`config.mk`:
```
export PLATFORM = sky130hd
export DESIGN_NAME = mem_arbiter_flat
export DESIGN_NICKNAME = d
export VERILOG_FILES = /design/src/rtl/mem_arbiter_pkg.sv /design/src/rtl/mem_arbiter_if.sv /design/src/rtl/mem_arbiter.sv /design/src/flat_wrapper.sv
export SDC_FILE = /design/constraint.sdc
export NUM_CORES = 1
export LEC_CHECK = 0
export ABC_AREA = 1
export CAP_MARGIN = 20
export CORE_ASPECT_RATIO = 1.2
export CORE_UTILIZATION = 39
export CTS_CLUSTER_DIAMETER = 150
export CTS_CLUSTER_SIZE = 40
export DETAILED_ROUTE_END_ITERATION = 10
export PLACE_DENSITY = 0.77
export SYNTH_ARGS = -nofsm -noshare
export SYNTH_HDL_FRONTEND = slang
export SYNTH_SLANG_ARGS = --single-unit
export TNS_END_PERCENT = 50
```
`constraint.sdc`:
```
create_clock -name clk -period 1.5 [get_ports clk]
set_input_delay 0.3 -clock clk [delete_from_list [all_inputs] [get_ports clk]]
set_output_delay 0.3 -clock clk [all_outputs]
set_load 0.005 [all_outputs]
```
`src/rtl/mem_arbiter_pkg.sv`:
```
// ============================================================================
// Module : mem_arbiter_pkg
// Shared widths and FSM state encoding for the IF/LS memory arbiter.
// Rev    : 1.0
// ============================================================================
`default_nettype none

package mem_arbiter_pkg;

  localparam int c_ADDR_W = 16;
  localparam int c_DATA_W = 16;

  typedef logic [c_ADDR_W-1:0] addr_t;
  typedef logic [c_DATA_W-1:0] data_t;

  typedef enum logic [1:0] {
    ARB_IDLE   = 2'b00,
    ARB_BUSY_I = 2'b01,
    ARB_BUSY_D = 2'b10
  } arb_state_e;

endpackage

`default_nettype wire

```
`src/rtl/mem_arbiter_if.sv`:
```
// ============================================================================
// Module : mem_arbiter_if
// Fetch, load/store and memory-side signals of the arbiter, named from its view.
// Rev    : 1.0
// ============================================================================
`default_nettype none

interface mem_arbiter_if;
  import mem_arbiter_pkg::*;

  logic  i_flush;
  logic  i_if_rd_enable;
  addr_t i_if_rd_addr;
  logic  o_if_rd_ready;
  data_t o_if_rd_data;
  logic  i_ls_enable;
  logic  i_ls_we;
  addr_t i_ls_addr;
  data_t i_ls_wdata;
  logic  o_ls_ready;
  data_t o_ls_rd_data;
  logic  o_mem_req;
  logic  o_mem_we;
  addr_t o_mem_addr;
  data_t o_mem_wdata;
  logic  i_mem_ack;
  data_t i_mem_rdata;

  // master: the arbiter itself; slave: fetch, LSU and memory around it
  modport master (
    input  i_flush, i_if_rd_enable, i_if_rd_addr,
    input  i_ls_enable, i_ls_we, i_ls_addr, i_ls_wdata,
    input  i_mem_ack, i_mem_rdata,
    output o_if_rd_ready, o_if_rd_data, o_ls_ready, o_ls_rd_data,
    output o_mem_req, o_mem_we, o_mem_addr, o_mem_wdata
  );

  modport slave (
    output i_flush, i_if_rd_enable, i_if_rd_addr,
    output i_ls_enable, i_ls_we, i_ls_addr, i_ls_wdata,
    output i_mem_ack, i_mem_rdata,
    input  o_if_rd_ready, o_if_rd_data, o_ls_ready, o_ls_rd_data,
    input  o_mem_req, o_mem_we, o_mem_addr, o_mem_wdata
  );

endinterface

`default_nettype wire

```
`src/rtl/mem_arbiter.sv`:
```
// ============================================================================
// Module : mem_arbiter
// Shares one single-ported memory between IF and LS; LS priority, IF starvation bound.
// Rev    : 1.0
// ============================================================================
`default_nettype none

module mem_arbiter
  import mem_arbiter_pkg::*;
#(
  parameter int STARVE_LIMIT = 4
) (
  input  wire           clk,
  input  wire           rst_n,
  mem_arbiter_if.master bus
);

  localparam int               CNT_W        = $clog2(STARVE_LIMIT + 1);
  localparam logic [CNT_W-1:0] c_STARVE_MAX = CNT_W'(STARVE_LIMIT);

  arb_state_e       r_state,      w_state_nxt;
  logic             r_mem_req,    w_mem_req_nxt;
  logic             r_mem_we,     w_mem_we_nxt;
  addr_t            r_mem_addr,   w_mem_addr_nxt;
  data_t            r_mem_wdata,  w_mem_wdata_nxt;
  logic             r_if_ready,   w_if_ready_nxt;
  data_t            r_if_data,    w_if_data_nxt;
  logic             r_ls_ready,   w_ls_ready_nxt;
  data_t            r_ls_data,    w_ls_data_nxt;
  logic [CNT_W-1:0] r_starve_cnt, w_starve_cnt_nxt;
  logic             r_drop,       w_drop_nxt;

  logic w_if_elig;
  logic w_ls_elig;
  logic w_if_forced;

  // A port in its ready cycle is still holding its old request; it must not re-win.
  assign w_if_elig   = bus.i_if_rd_enable & ~r_if_ready & ~bus.i_flush;
  assign w_ls_elig   = bus.i_ls_enable & ~r_ls_ready;
  assign w_if_forced = w_if_elig & (r_starve_cnt == c_STARVE_MAX);

  always_comb begin
    w_state_nxt      = r_state;
    w_mem_req_nxt    = r_mem_req;
    w_mem_we_nxt     = r_mem_we;
    w_mem_addr_nxt   = r_mem_addr;
    w_mem_wdata_nxt  = r_mem_wdata;
    w_if_ready_nxt   = 1'b0;
    w_if_data_nxt    = r_if_data;
    w_ls_ready_nxt   = 1'b0;
    w_ls_data_nxt    = r_ls_data;
    w_starve_cnt_nxt = r_starve_cnt;
    w_drop_nxt       = r_drop;

    unique case (r_state)
      ARB_IDLE: begin
        w_drop_nxt = 1'b0;
        if (w_ls_elig && !w_if_forced) begin
          w_state_nxt     = ARB_BUSY_D;
          w_mem_req_nxt   = 1'b1;
          w_mem_we_nxt    = bus.i_ls_we;
          w_mem_addr_nxt  = bus.i_ls_addr;
          w_mem_wdata_nxt = bus.i_ls_wdata;
          if (bus.i_if_rd_enable) begin
            w_starve_cnt_nxt = (r_starve_cnt == c_STARVE_MAX) ? c_STARVE_MAX
                                                              : r_starve_cnt + 1'b1;
          end else begin
            w_starve_cnt_nxt = '0;
          end
        end else if (w_if_elig) begin
          w_state_nxt      = ARB_BUSY_I;
          w_mem_req_nxt    = 1'b1;
          w_mem_we_nxt     = 1'b0;
          w_mem_addr_nxt   = bus.i_if_rd_addr;
          w_mem_wdata_nxt  = '0;
          w_starve_cnt_nxt = '0;
        end
      end

      ARB_BUSY_I: begin
        w_drop_nxt = r_drop | bus.i_flush;
        if (bus.i_mem_ack) begin
          w_state_nxt   = ARB_IDLE;
          w_mem_req_nxt = 1'b0;
          w_drop_nxt    = 1'b0;
          // A flush on the ack cycle itself still makes the word stale.
          if (!(r_drop || bus.i_flush)) begin
            w_if_ready_nxt = 1'b1;
            w_if_data_nxt  = bus.i_mem_rdata;
          end
        end
      end

      ARB_BUSY_D: begin
        if (bus.i_mem_ack) begin
          w_state_nxt    = ARB_IDLE;
          w_mem_req_nxt  = 1'b0;
          w_ls_ready_nxt = 1'b1;
          if (!r_mem_we) begin
            w_ls_data_nxt = bus.i_mem_rdata;
          end
        end
      end

      default: begin
        w_state_nxt   = ARB_IDLE;
        w_mem_req_nxt = 1'b0;
      end
    endcase
  end

  always_ff @(posedge clk or negedge rst_n) begin
    if (!rst_n) begin
      r_state      <= ARB_IDLE;
      r_mem_req    <= 1'b0;
      r_mem_we     <= 1'b0;
      r_mem_addr   <= '0;
      r_mem_wdata  <= '0;
      r_if_ready   <= 1'b0;
      r_if_data    <= '0;
      r_ls_ready   <= 1'b0;
      r_ls_data    <= '0;
      r_starve_cnt <= '0;
      r_drop       <= 1'b0;
    end else begin
      r_state      <= w_state_nxt;
      r_mem_req    <= w_mem_req_nxt;
      r_mem_we     <= w_mem_we_nxt;
      r_mem_addr   <= w_mem_addr_nxt;
      r_mem_wdata  <= w_mem_wdata_nxt;
      r_if_ready   <= w_if_ready_nxt;
      r_if_data    <= w_if_data_nxt;
      r_ls_ready   <= w_ls_ready_nxt;
      r_ls_data    <= w_ls_data_nxt;
      r_starve_cnt <= w_starve_cnt_nxt;
      r_drop       <= w_drop_nxt;
    end
  end

  assign bus.o_mem_req     = r_mem_req;
  assign bus.o_mem_we      = r_mem_we;
  assign bus.o_mem_addr    = r_mem_addr;
  assign bus.o_mem_wdata   = r_mem_wdata;
  assign bus.o_if_rd_ready = r_if_ready;
  assign bus.o_if_rd_data  = r_if_data;
  assign bus.o_ls_ready    = r_ls_ready;
  assign bus.o_ls_rd_data  = r_ls_data;

endmodule

`default_nettype wire
```
`src/flat_wrapper.sv`:
```
// flat-port wrapper written by rule: the top's interface ports become plain ports
module mem_arbiter_flat import mem_arbiter_pkg::*;
#(
  parameter int STARVE_LIMIT = 4
)
  (clk, rst_n, bus_i_flush, bus_i_if_rd_enable, bus_i_if_rd_addr, bus_i_ls_enable, bus_i_ls_we, bus_i_ls_addr, bus_i_ls_wdata, bus_i_mem_ack, bus_i_mem_rdata, bus_o_if_rd_ready, bus_o_if_rd_data, bus_o_ls_ready, bus_o_ls_rd_data, bus_o_mem_req, bus_o_mem_we, bus_o_mem_addr, bus_o_mem_wdata);
  mem_arbiter_if bus_i ();
  input  wire clk;
  input  wire rst_n;
  input wire logic [$bits(bus_i.i_flush)-1:0] bus_i_flush;
  input wire logic [$bits(bus_i.i_if_rd_enable)-1:0] bus_i_if_rd_enable;
  input wire logic [$bits(bus_i.i_if_rd_addr)-1:0] bus_i_if_rd_addr;
  input wire logic [$bits(bus_i.i_ls_enable)-1:0] bus_i_ls_enable;
  input wire logic [$bits(bus_i.i_ls_we)-1:0] bus_i_ls_we;
  input wire logic [$bits(bus_i.i_ls_addr)-1:0] bus_i_ls_addr;
  input wire logic [$bits(bus_i.i_ls_wdata)-1:0] bus_i_ls_wdata;
  input wire logic [$bits(bus_i.i_mem_ack)-1:0] bus_i_mem_ack;
  input wire logic [$bits(bus_i.i_mem_rdata)-1:0] bus_i_mem_rdata;
  output wire logic [$bits(bus_i.o_if_rd_ready)-1:0] bus_o_if_rd_ready;
  output wire logic [$bits(bus_i.o_if_rd_data)-1:0] bus_o_if_rd_data;
  output wire logic [$bits(bus_i.o_ls_ready)-1:0] bus_o_ls_ready;
  output wire logic [$bits(bus_i.o_ls_rd_data)-1:0] bus_o_ls_rd_data;
  output wire logic [$bits(bus_i.o_mem_req)-1:0] bus_o_mem_req;
  output wire logic [$bits(bus_i.o_mem_we)-1:0] bus_o_mem_we;
  output wire logic [$bits(bus_i.o_mem_addr)-1:0] bus_o_mem_addr;
  output wire logic [$bits(bus_i.o_mem_wdata)-1:0] bus_o_mem_wdata;
  assign bus_i.i_flush = bus_i_flush;
  assign bus_i.i_if_rd_enable = bus_i_if_rd_enable;
  assign bus_i.i_if_rd_addr = bus_i_if_rd_addr;
  assign bus_i.i_ls_enable = bus_i_ls_enable;
  assign bus_i.i_ls_we = bus_i_ls_we;
  assign bus_i.i_ls_addr = bus_i_ls_addr;
  assign bus_i.i_ls_wdata = bus_i_ls_wdata;
  assign bus_i.i_mem_ack = bus_i_mem_ack;
  assign bus_i.i_mem_rdata = bus_i_mem_rdata;
  assign bus_o_if_rd_ready = bus_i.o_if_rd_ready;
  assign bus_o_if_rd_data = bus_i.o_if_rd_data;
  assign bus_o_ls_ready = bus_i.o_ls_ready;
  assign bus_o_ls_rd_data = bus_i.o_ls_rd_data;
  assign bus_o_mem_req = bus_i.o_mem_req;
  assign bus_o_mem_we = bus_i.o_mem_we;
  assign bus_o_mem_addr = bus_i.o_mem_addr;
  assign bus_o_mem_wdata = bus_i.o_mem_wdata;
  mem_arbiter #(.STARVE_LIMIT(STARVE_LIMIT)) u_core (.clk(clk), .rst_n(rst_n), .bus(bus_i));
endmodule
```
After elaboration in Yosys (flattened, before gate mapping)
Index checks and enable logic that the tools add are counted.
{"block": "totals", "reg_bits": 74, "latchBits": 0, "ram_bits": 0, "romBits": 0, "input_bits": 71, "output_inout_bits": 68, "elab_cells": 63, "mem_count": 0}
{"block": "classes", "addsub": 1, "mul": 0, "div": 0, "n_lt_le_gt_ge": 0, "n_eq_ne": 5, "shift": 0, "n_mux": 25, "n_bitwise": 10, "n_reduce_logical": 11}
{"cell": "$mux W16", "n": 4}
{"cell": "$mux W3", "n": 4}
{"cell": "$mux W1", "n": 11}
{"cell": "$mux W2", "n": 3}
{"cell": "$reduce_and A3 Y1", "n": 2}
{"cell": "$not A1 Y1", "n": 5}
{"cell": "$and A1 B1 Y1", "n": 4}
{"cell": "$pmux W1 S2", "n": 2}
{"cell": "$pmux W2 S2", "n": 1}
{"cell": "$reduce_and A2 Y1", "n": 2}
{"cell": "$reduce_bool A2 Y1", "n": 2}
{"cell": "$add A3 B1 Y3 const B", "n": 1}
{"cell": "$eq A3 B3 Y1 const B", "n": 1}
{"cell": "$ne A3 B1 Y1 const B", "n": 1}
{"cell": "$eq A2 B1 Y1 const B", "n": 1}
{"cell": "$eq A2 B2 Y1 const B", "n": 1}
{"cell": "$logic_not A2 Y1", "n": 1}
{"cell": "$ne A2 B1 Y1 const B", "n": 1}
{"cell": "$reduce_or A2 Y1", "n": 1}
{"cell": "$logic_and A1 B1 Y1", "n": 1}
{"cell": "$logic_not A1 Y1", "n": 1}
{"cell": "$logic_or A1 B1 Y1", "n": 1}
{"cell": "$or A1 B1 Y1", "n": 1}

Depth between registers and ports, before layout
Gate-level depths: netlist of the first run.
{"block": "depth", "ltp_word": 8, "depth_mapped": 11, "ltp_nobuf": 9}

Worst setup path after synthesis of the first run
Ideal clock, no wire load.
{"block": "synth_timing", "path_type": "reg2reg", "from": "reg u_core.r_starve_cnt[0]", "to": "reg u_core.r_mem_addr[2] (netlist: u_core.bus.o_mem_addr[2])", "setup_time_ns": 0.117, "arrival_ns": 1.295, "required_time_ns": 1.383, "setup_slack_ns": 0.088, "path_stages_with_launch": 12, "path_buffers": 2, "period_less_slack_ns": 1.412, "path_cell_list": "dfrtp_1 > inv_1 > ha_1 > nand2_1 > inv_2 > nand3_2 > buf_6 > nand2_8 > buf_12 > nand2_2 > nand3_1 > nand2_1"}
{"block": "synth_via", "elab_chain_len": 6, "elab_cells_between_ends": 7, "cone_classes": "eq/ne (1); mux (1); bitwise (1); reduce/logical (4)"}
{"element": "start, declared", "line": "mem_arbiter.sv:30", "rtl": "logic [CNT_W-1:0] r_starve_cnt, w_starve_cnt_nxt;"}
{"element": "start signal, assigned", "line": "mem_arbiter.sv:135", "rtl": "r_starve_cnt <= w_starve_cnt_nxt;"}
{"element": "$eq A3 B3 Y1 (*)", "line": "mem_arbiter.sv:40", "rtl": "assign w_if_forced = w_if_elig & (r_starve_cnt == c_STARVE_MAX);"}
{"element": "$and A1 B1 Y1 (*)", "line": "mem_arbiter.sv:40"}
{"element": "$logic_not A1 Y1 (*)", "line": "mem_arbiter.sv:58", "rtl": "if (w_ls_elig && !w_if_forced) begin"}
{"element": "$logic_and A1 B1 Y1 (*)", "line": "mem_arbiter.sv:58"}
{"element": "$reduce_bool A2 Y1 (no source line)"}
{"element": "$reduce_and A2 Y1 (no source line)"}
{"element": "end signal, assigned", "line": "mem_arbiter.sv:129", "rtl": "r_mem_addr <= w_mem_addr_nxt;"}
{"element": "end, declared", "line": "mem_arbiter.sv:24", "rtl": "addr_t r_mem_addr, w_mem_addr_nxt;"}
Every way passes the cells marked *; elsewhere a longest branch is shown, timed or not.
A chain may end at the register's enable or synchronous reset.

Worst setup path in the final report of the first run
{"block": "layout_timing", "from": "reg u_core.r_starve_cnt[0]", "to": "reg u_core.r_mem_addr[8] (netlist: u_core.bus.o_mem_addr[8])"}
Same word-level chain as after synthesis.

==> results.cfg, run 1 <==
[sta]
setup_viol = 1
period_needed_ns = 1.52
slew_headroom_pct = 74.4
fin_ws_ns = -0.0230
holdWs_ns = 0.439
fin_crit_sh_pct = 102
tightest_pin_transition_ns = 0.384
final.setup_skew_ns = 0.0111
timing.final.max_slew_violations = 0
fmax_mhz = 657
hold_viol_final = 0

[synth]
yosys_warnings = 0
total_of_flip_flops_plus_latches_after_synthesis = 74
synth_fp_nets = 472
synthesis.area_mm2 = 0.00336
synthCells = 396
ys_top_cells_by_count = nand2_1 (106), inv_1 (75), dfrtp_1 (74)
main_area_contributors_after_synthesis = dfrtp_1 (55%), nand2_1 (12%), inv_1 (8.4%)
sequential_fraction_of_the_synthesis_area_pct = 55.1
synth-async-reset-ratio_pct = 100
postSynth.topFlopCell = dfrtp_1
number_of_enable_flip_flop_cells_after_synthesis = 0
post-synth-top-area-cell = dfrtp_1
syn_area_per_cell_um2 = 8.49
synth_largest_type_area_fraction_pct = 55.1
yosysUniqueCellTypes = 23
synth_most_common_cell = nand2_1

[critical_path]
worst_reg2reg_path_length_in_cells = 10
regToRegStartpoint = u_core.r_starve_cnt[0]$_DFFE_PN0P_
worst-endpoint-required_ns = 1.77
crit_fanout = 7
setup.worst_path.start_class = flip-flop
critPathArrivalTime_ns = 1.80
r2r_end = u_core.bus.o_mem_addr[8]$_DFFE_PN0P_
timing_worst_setup_path_type = reg2reg
worstSetupEndpointType = flip-flop
regToRegSetupSlack_ns = -0.02

[power]
switching_share_pct = 34.0
p_per_area_mw_per_mm2 = 1610
switching_power_mw = 2.92
leakagePower_nw = 2.92
comb_power_share_pct = 43.2
vdd.ir_drop.worst_v = 0.000856
overall_power_of_the_completed_layout_mw = 8.59
seq_power_share_pct = 39.2
intPower_mw = 5.67
p_clk_share_pct = 17.6

[die]
die_h_um = 104
site_rows = 36
top_level_ports = 139
core_area_mm2 = 0.00824
design.die.area_mm2 = 0.00899
fp.dieW_um = 86.7
initial_core_utilization_pct = 40.8

[global_routing]
maximum_number_of_pins_on_one_net_before_global_route_repair = 33
grt_util_all_layers_pct = 18.7
grt_overflow = 0
antenna_found_initial = 0
grt_pass1_wl_um = 13400
grt_pass1_vias = 3042

[cells_and_area]
diodes = 0
layout-drive-gt1-share_pct = 13.6
synthToLayoutAreaGrowth_pct = 58.9
finish.net_count = 637

[clock_network]
cts_tree = done
root_buffer = clkbuf_8
cts_buffers = 9
cts.path.max_buffers = 2
htree_levels = 3
insertion_delay_of_the_later_clocked_pin_in_the_worst_skew_pair_ns = 0.34
tritoncts_num_sinks = 74
clk_pin_slew_worst_paths_ns = 0.08

[detailed_routing]
detail_route.drc_violations = 0
dr_total_vias = 3080
drt_first_pass_iters = 4
route.detailed.vias_per_inst = 4.53
drt-initial-drc-count = 142
detail-route-antenna-nets = 0
routed_wirelength_um = 8600
wire_per_inst_um = 12.6

[worst_hold_path]
holdCritPathClass = in2async

[place]
hpwlAfterDp_um = 5810
finalWeightedCongestion = 0.771
port-buffer-count = 138

[job]
cap_violations = 0

[outcome]
failing_checks = negative setup slack
outcome = finished with violations
state kept, by name, summed over array words and instances (netlist names):
signal / flops
u_core.bus.o_if_rd_data: 16
u_core.bus.o_if_rd_ready: 1
u_core.bus.o_ls_rd_data: 16
u_core.bus.o_ls_ready: 1
u_core.bus.o_mem_addr: 16
u_core.bus.o_mem_req: 1
u_core.bus.o_mem_wdata: 16
u_core.bus.o_mem_we: 1
u_core.r_drop: 1
u_core.r_starve_cnt: 3
u_core.r_state: 2
worst max-delay path, stage by stage (launching register included):
cell and delay (ns):
dfrtp_1 0.41, inv_2 0.09, ha_4 0.13, nand2_2 0.06, inv_2 0.07, nand3_4 0.12
buf_12 0.17, clkbuf_16 0.15, nand3_1 0.07, nand3_1 0.09, nand2_1 0.07
kinds of logic (layout without fill, tap and decap cells):
kind of cell	Yosys count	count (layout)	synth area share [%]
AND/OR/NAND/NOR	163	165	21.6
flip-flops	74	74	55.1
buffers and inverters	97	265	12.5
AO/OA/AOI/OAI	57	57	8.94
adder cells (fa/ha/maj)	5	5	1.86
metrics by stage:
| stage | instances | cell area, um^2 | setup TNS, ns | setup slack, ns | utilization, % |
|---|---|---|---|---|---|
| floorplan | 396 | 3360 | 0 | 0.0881 | - |
| global placement | 648 | 4970 | -6.49 | -0.144 | 60.3 |
| detailed placement | 648 | 4970 | -9.04 | -0.211 | 60.3 |
| CTS | 669 | 5130 | 0 | 0.00156 | 62.3 |
| global route | 680 | 5340 | -0.449 | -0.0743 | 64.8 |
| finish | 680 | 5340 | -0.0230 | -0.0230 | 64.8 |
placed cells by master (no fill, tap or decap), types with 9 or more instances in the layout:
master	count
nand2_1	105
dfrtp_1	74
inv_1	72
clkdlybuf4s50_1	69
dlygate4sd2_1	64
nand3_1	37
o21ai_0	29
o21ai_1	24
buf_4	20
nand2_2	11
clkbuf_8	9
per-layer routing:
metal  vias to the layer above  global-route usage (%)  wire [um]  part of all wire (%)
met5                         -                       0          0                     0
met4                         0                    5.24        175                   2.0
met3                        14                    6.06        555                   6.5
met2                        99                    33.4       4300                    50
met1                      1420                    20.8       3560                    41
li1                       1547                       -          -                     -
worst max path at each step:
stage / depth (start not counted) / start / slack (ns) / endpoint
finish: 10 / u_core.r_starve_cnt[0]$_DFFE_PN0P_ / -0.02 / u_core.bus.o_mem_addr[8]$_DFFE_PN0P_
global placement: 8 / bus_i_if_rd_enable / -0.14 / u_core.bus.o_mem_addr[15]$_DFFE_PN0P_
global route: 10 / u_core.r_starve_cnt[0]$_DFFE_PN0P_ / -0.07 / u_core.bus.o_mem_addr[8]$_DFFE_PN0P_
floorplan: 11 / u_core.r_starve_cnt[0]$_DFFE_PN0P_ / 0.09 / u_core.bus.o_mem_addr[2]$_DFFE_PN0P_
detailed placement: 8 / bus_i_if_rd_enable / -0.21 / u_core.bus.o_mem_addr[11]$_DFFE_PN0P_
CTS: 1 / u_core.bus.o_mem_addr[14]$_DFFE_PN0P_ / 0.002 / bus_o_mem_addr[14]
power by group through the flow:
stage / clock network [mW] / logic [mW] / registers [mW]
after floorplan: 0 / 1.41 / 3.47
after global placement: 0 / 3.86 / 3.41
after detailed placement: 0 / 3.95 / 3.44
after CTS: 1.56 / 3.50 / 3.38
after global routing: 1.65 / 4.12 / 3.48
final: 1.51 / 3.71 / 3.37
cell type report:
cell class / instances / area [um^2]
clock buffers: 9 / 124
fillers: 726 / 2900
clock inverters: 7 / 70.1
flip-flops and latches: 74 / 1850
well taps: 114 / 143
inverters: 79 / 297
multi-input cells: 227 / 1150
repair buffers: 170 / 1700
repair_timing:
| item | in CTS | in global routing |
|---|---|---|
| gates resized for setup | 67 | 29 |
| setup buffers | 4 | 6 |
| endpoints found under the hold margin | 26 | 0 |
| cloned | 0 | 5 |
| hold buffers | 1 | 0 |
| setup endpoints to repair | 79 | 45 |
| pin swaps | 0 | 4 |
No activity file was read; power rests on OpenSTA's default activity.
==> inputs of run 2 (changes only) <==
--- a/config.mk
+++ b/config.mk
@@ -8,11 +8,11 @@
 export ABC_AREA = 1
 export CAP_MARGIN = 20
 export CORE_ASPECT_RATIO = 1.2
-export CORE_UTILIZATION = 39
+export CORE_UTILIZATION = 46
 export CTS_CLUSTER_DIAMETER = 150
 export CTS_CLUSTER_SIZE = 40
 export DETAILED_ROUTE_END_ITERATION = 10
-export PLACE_DENSITY = 0.77
+export PLACE_DENSITY = 0.85
 export SYNTH_ARGS = -nofsm -noshare
 export SYNTH_HDL_FRONTEND = slang
 export SYNTH_SLANG_ARGS = --single-unit
==> constraint.sdc (replaced) <==
create_clock -name clk -period 1.8 [get_ports clk]
set_input_delay 0.36 -clock clk [delete_from_list [all_inputs] [get_ports clk]]
set_output_delay 0.36 -clock clk [all_outputs]
set_load 0.005 [all_outputs]
==> results.cfg, run 2 (synthesis gave the netlist of run 1 again) <==
[outcome]
outcome = finished clean

[critical_path]
cpLargestDelayFamily = simple AND/OR/NAND/NOR gates
crit_buf_inv = 2
cp-startpoint = u_core.r_starve_cnt[0]$_DFFE_PN0P_
cp_slowest_cell = dfrtp_1
setup.worst_path.start_class = flip-flop
cp_cell_sequence = inv_1, ha_1, nand2_1, inv_2, nand3_2, nand2_8, nand2_1, nand3_1, nand2_1
timing.critical_path.mode_cell = nand2_1
timing_worst_setup_path_type = reg2reg
critPathMaxStageDelay_ns = 0.40
regToRegStartpoint = u_core.r_starve_cnt[0]$_DFFE_PN0P_
critPathArrivalTime_ns = 1.86
worst-endpoint-required_ns = 2.03
crit_fanout = 17
worstSetupEndpointType = flip-flop

[cells_and_area]
synthToLayoutAreaGrowth_pct = 52.2
finish.net_count = 615
final_instance_count_excl_fillers = 630
layout.cells.most_common = clkdlybuf4s50_1
layout-drive-gt1-share_pct = 8.84
top_library_cells_by_usage_in_the_layout_fill_and_taps_aside = clkdlybuf4s50_1 (137), nand2_1 (106), inv_1 (75)
diodes = 0
final_core_utilization_pct = 73.7
finish.instance_area_mm2 = 0.00511

[sta]
final.setup_skew_ns = 0.0136
setup_viol = 0
tightest_pin_transition_ns = 0.311
hold_viol_final = 0
slew_headroom_pct = 79.3
period_needed_ns = 1.63
fin_ws_ns = 0.170
rsz0062_at_grt = no
fin_crit_sh_pct = 90.6
fmax_mhz = 613
timing.final.max_slew_violations = 0
fin_setup_tns_ns = 0

[clock_network]
tritoncts_num_sinks = 74
cts_buffers = 9
htree_levels = 3
cts.path.max_buffers = 2
root_buffer = clkbuf_8
insertion_delay_of_the_later_clocked_pin_in_the_worst_skew_pair_ns = 0.34
cts_tree = done
clk_pin_slew_worst_paths_ns = 0.08

[global_routing]
grt_util_all_layers_pct = 23.5
grt_pass1_wl_um = 13600
maximum_number_of_pins_on_one_net_before_global_route_repair = 59
grt_pass1_vias = 2988
use_met3_pct = 9.19
grt_most_used_layer = met2
globalRouteMet2Util_pct = 40.7
grt_overflow = 0
antenna_found_initial = 0
gr-usage-met1_pct = 26.1

[die]
design.die.area_mm2 = 0.00765
fp.dieW_um = 80.0
core_area_mm2 = 0.00694
top_level_ports = 139
initial_core_utilization_pct = 48.4
die_h_um = 95.6
site_rows = 33

[detailed_routing]
detail-route-antenna-nets = 0
detail_route.drc_violations = 0
dr_total_vias = 3008
drt-initial-drc-count = 137
route.detailed.vias_per_inst = 4.77
drt_first_pass_iters = 4
wire_per_inst_um = 13.3
routed_wirelength_um = 8360

[place]
setup_slack_placement_ns = -0.107
finalWeightedCongestion = 0.821
hpwlAfterDp_um = 6100
count_of_placed_standard_cells_including_taps = 614
port-buffer-count = 138
dpl-instance-area_mm2 = 0.00489

[power]
p_per_area_mw_per_mm2 = 1450
vdd.ir_drop.worst_v = 0.000893
leakagePower_nw = 2.57

[job]
cap_violations = 0

[worst_hold_path]
holdCritPathClass = in2async
==> run 2: changes by cell type in the layout (fill, tap and decap cells not counted), sizes merged <==
cell           delta
clkinv            -3
buf              -17
dlymetal6s2s      -4
clkdlybuf4s50    +68
dlygate4sd2      -64
nand2             -2
clkbuf            -1
==> run 2: layout make-up <==
cell class / instances / area (um^2)
timing repair buffer: 150 / 1560
tap: 87 / 109
fill: 495 / 1820
clock buffer: 11 / 151
inverter: 79 / 297
clock inverter: 4 / 51.3
sequential: 74 / 1850
multi-input combinational: 225 / 1100
==> run 2: where the power goes <==
part	total (mW)	internal (mW)	switching (mW)
clock network	1.30	0.708	0.588
registers	2.84	2.42	0.425
logic	3.29	1.92	1.36
==> run 2: what timing repair did <==
| item | 4_1_cts | 5_1_grt |
|---|---|---|
| hold buffers | 1 | 0 |
| hold endpoints to repair | 16 | 0 |
| buffers inserted | 0 | 0 |
| endpoints found under the setup margin | 0 | 18 |
| resized for setup | 0 | 1 |
==> run 2: worst paths after layout <==
kind                            slack, ns                                      end  cells past startpoint
worst max register to register       0.17    u_core.bus.o_mem_addr[15]$_DFFE_PN0P_                      9
worst min register to register       0.48     u_core.bus.o_mem_addr[3]$_DFFE_PN0P_                      2
min in group clk                     0.48     u_core.bus.o_mem_addr[3]$_DFFE_PN0P_                      2
worst min-delay path                 0.43    u_core.bus.o_mem_wdata[3]$_DFFE_PN0P_                      2
max in group asynchronous            0.79  u_core.bus.o_ls_rd_data[12]$_DFFE_PN0P_                      3
worst max-delay path                 0.17    u_core.bus.o_mem_addr[15]$_DFFE_PN0P_                      9
==> run 2: per-stage QoR <==
step	power (mW)	hold WS (ns)
finish	7.43	0.427
global route	8.00	0.419
CTS	7.49	0.417
detailed placement	6.15	0.243
global placement	6.02	0.233
floorplan	4.07	0.0644
==> run 2: metal layers <==
layer	up-vias	share of wire [%]
met4	0	1.1
met3	11	9.2
met5	-	0
met2	109	50
li1	1495	-
met1	1393	40
==> run 2: worst reg2reg max path, cell delays in order (launching register included) <==
cell and delay, ns:
dfrtp_1 0.40, inv_1 0.08, ha_1 0.18, nand2_1 0.10, inv_2 0.06, nand3_2 0.24
nand2_8 0.25, nand2_1 0.09, nand3_1 0.07, nand2_1 0.06
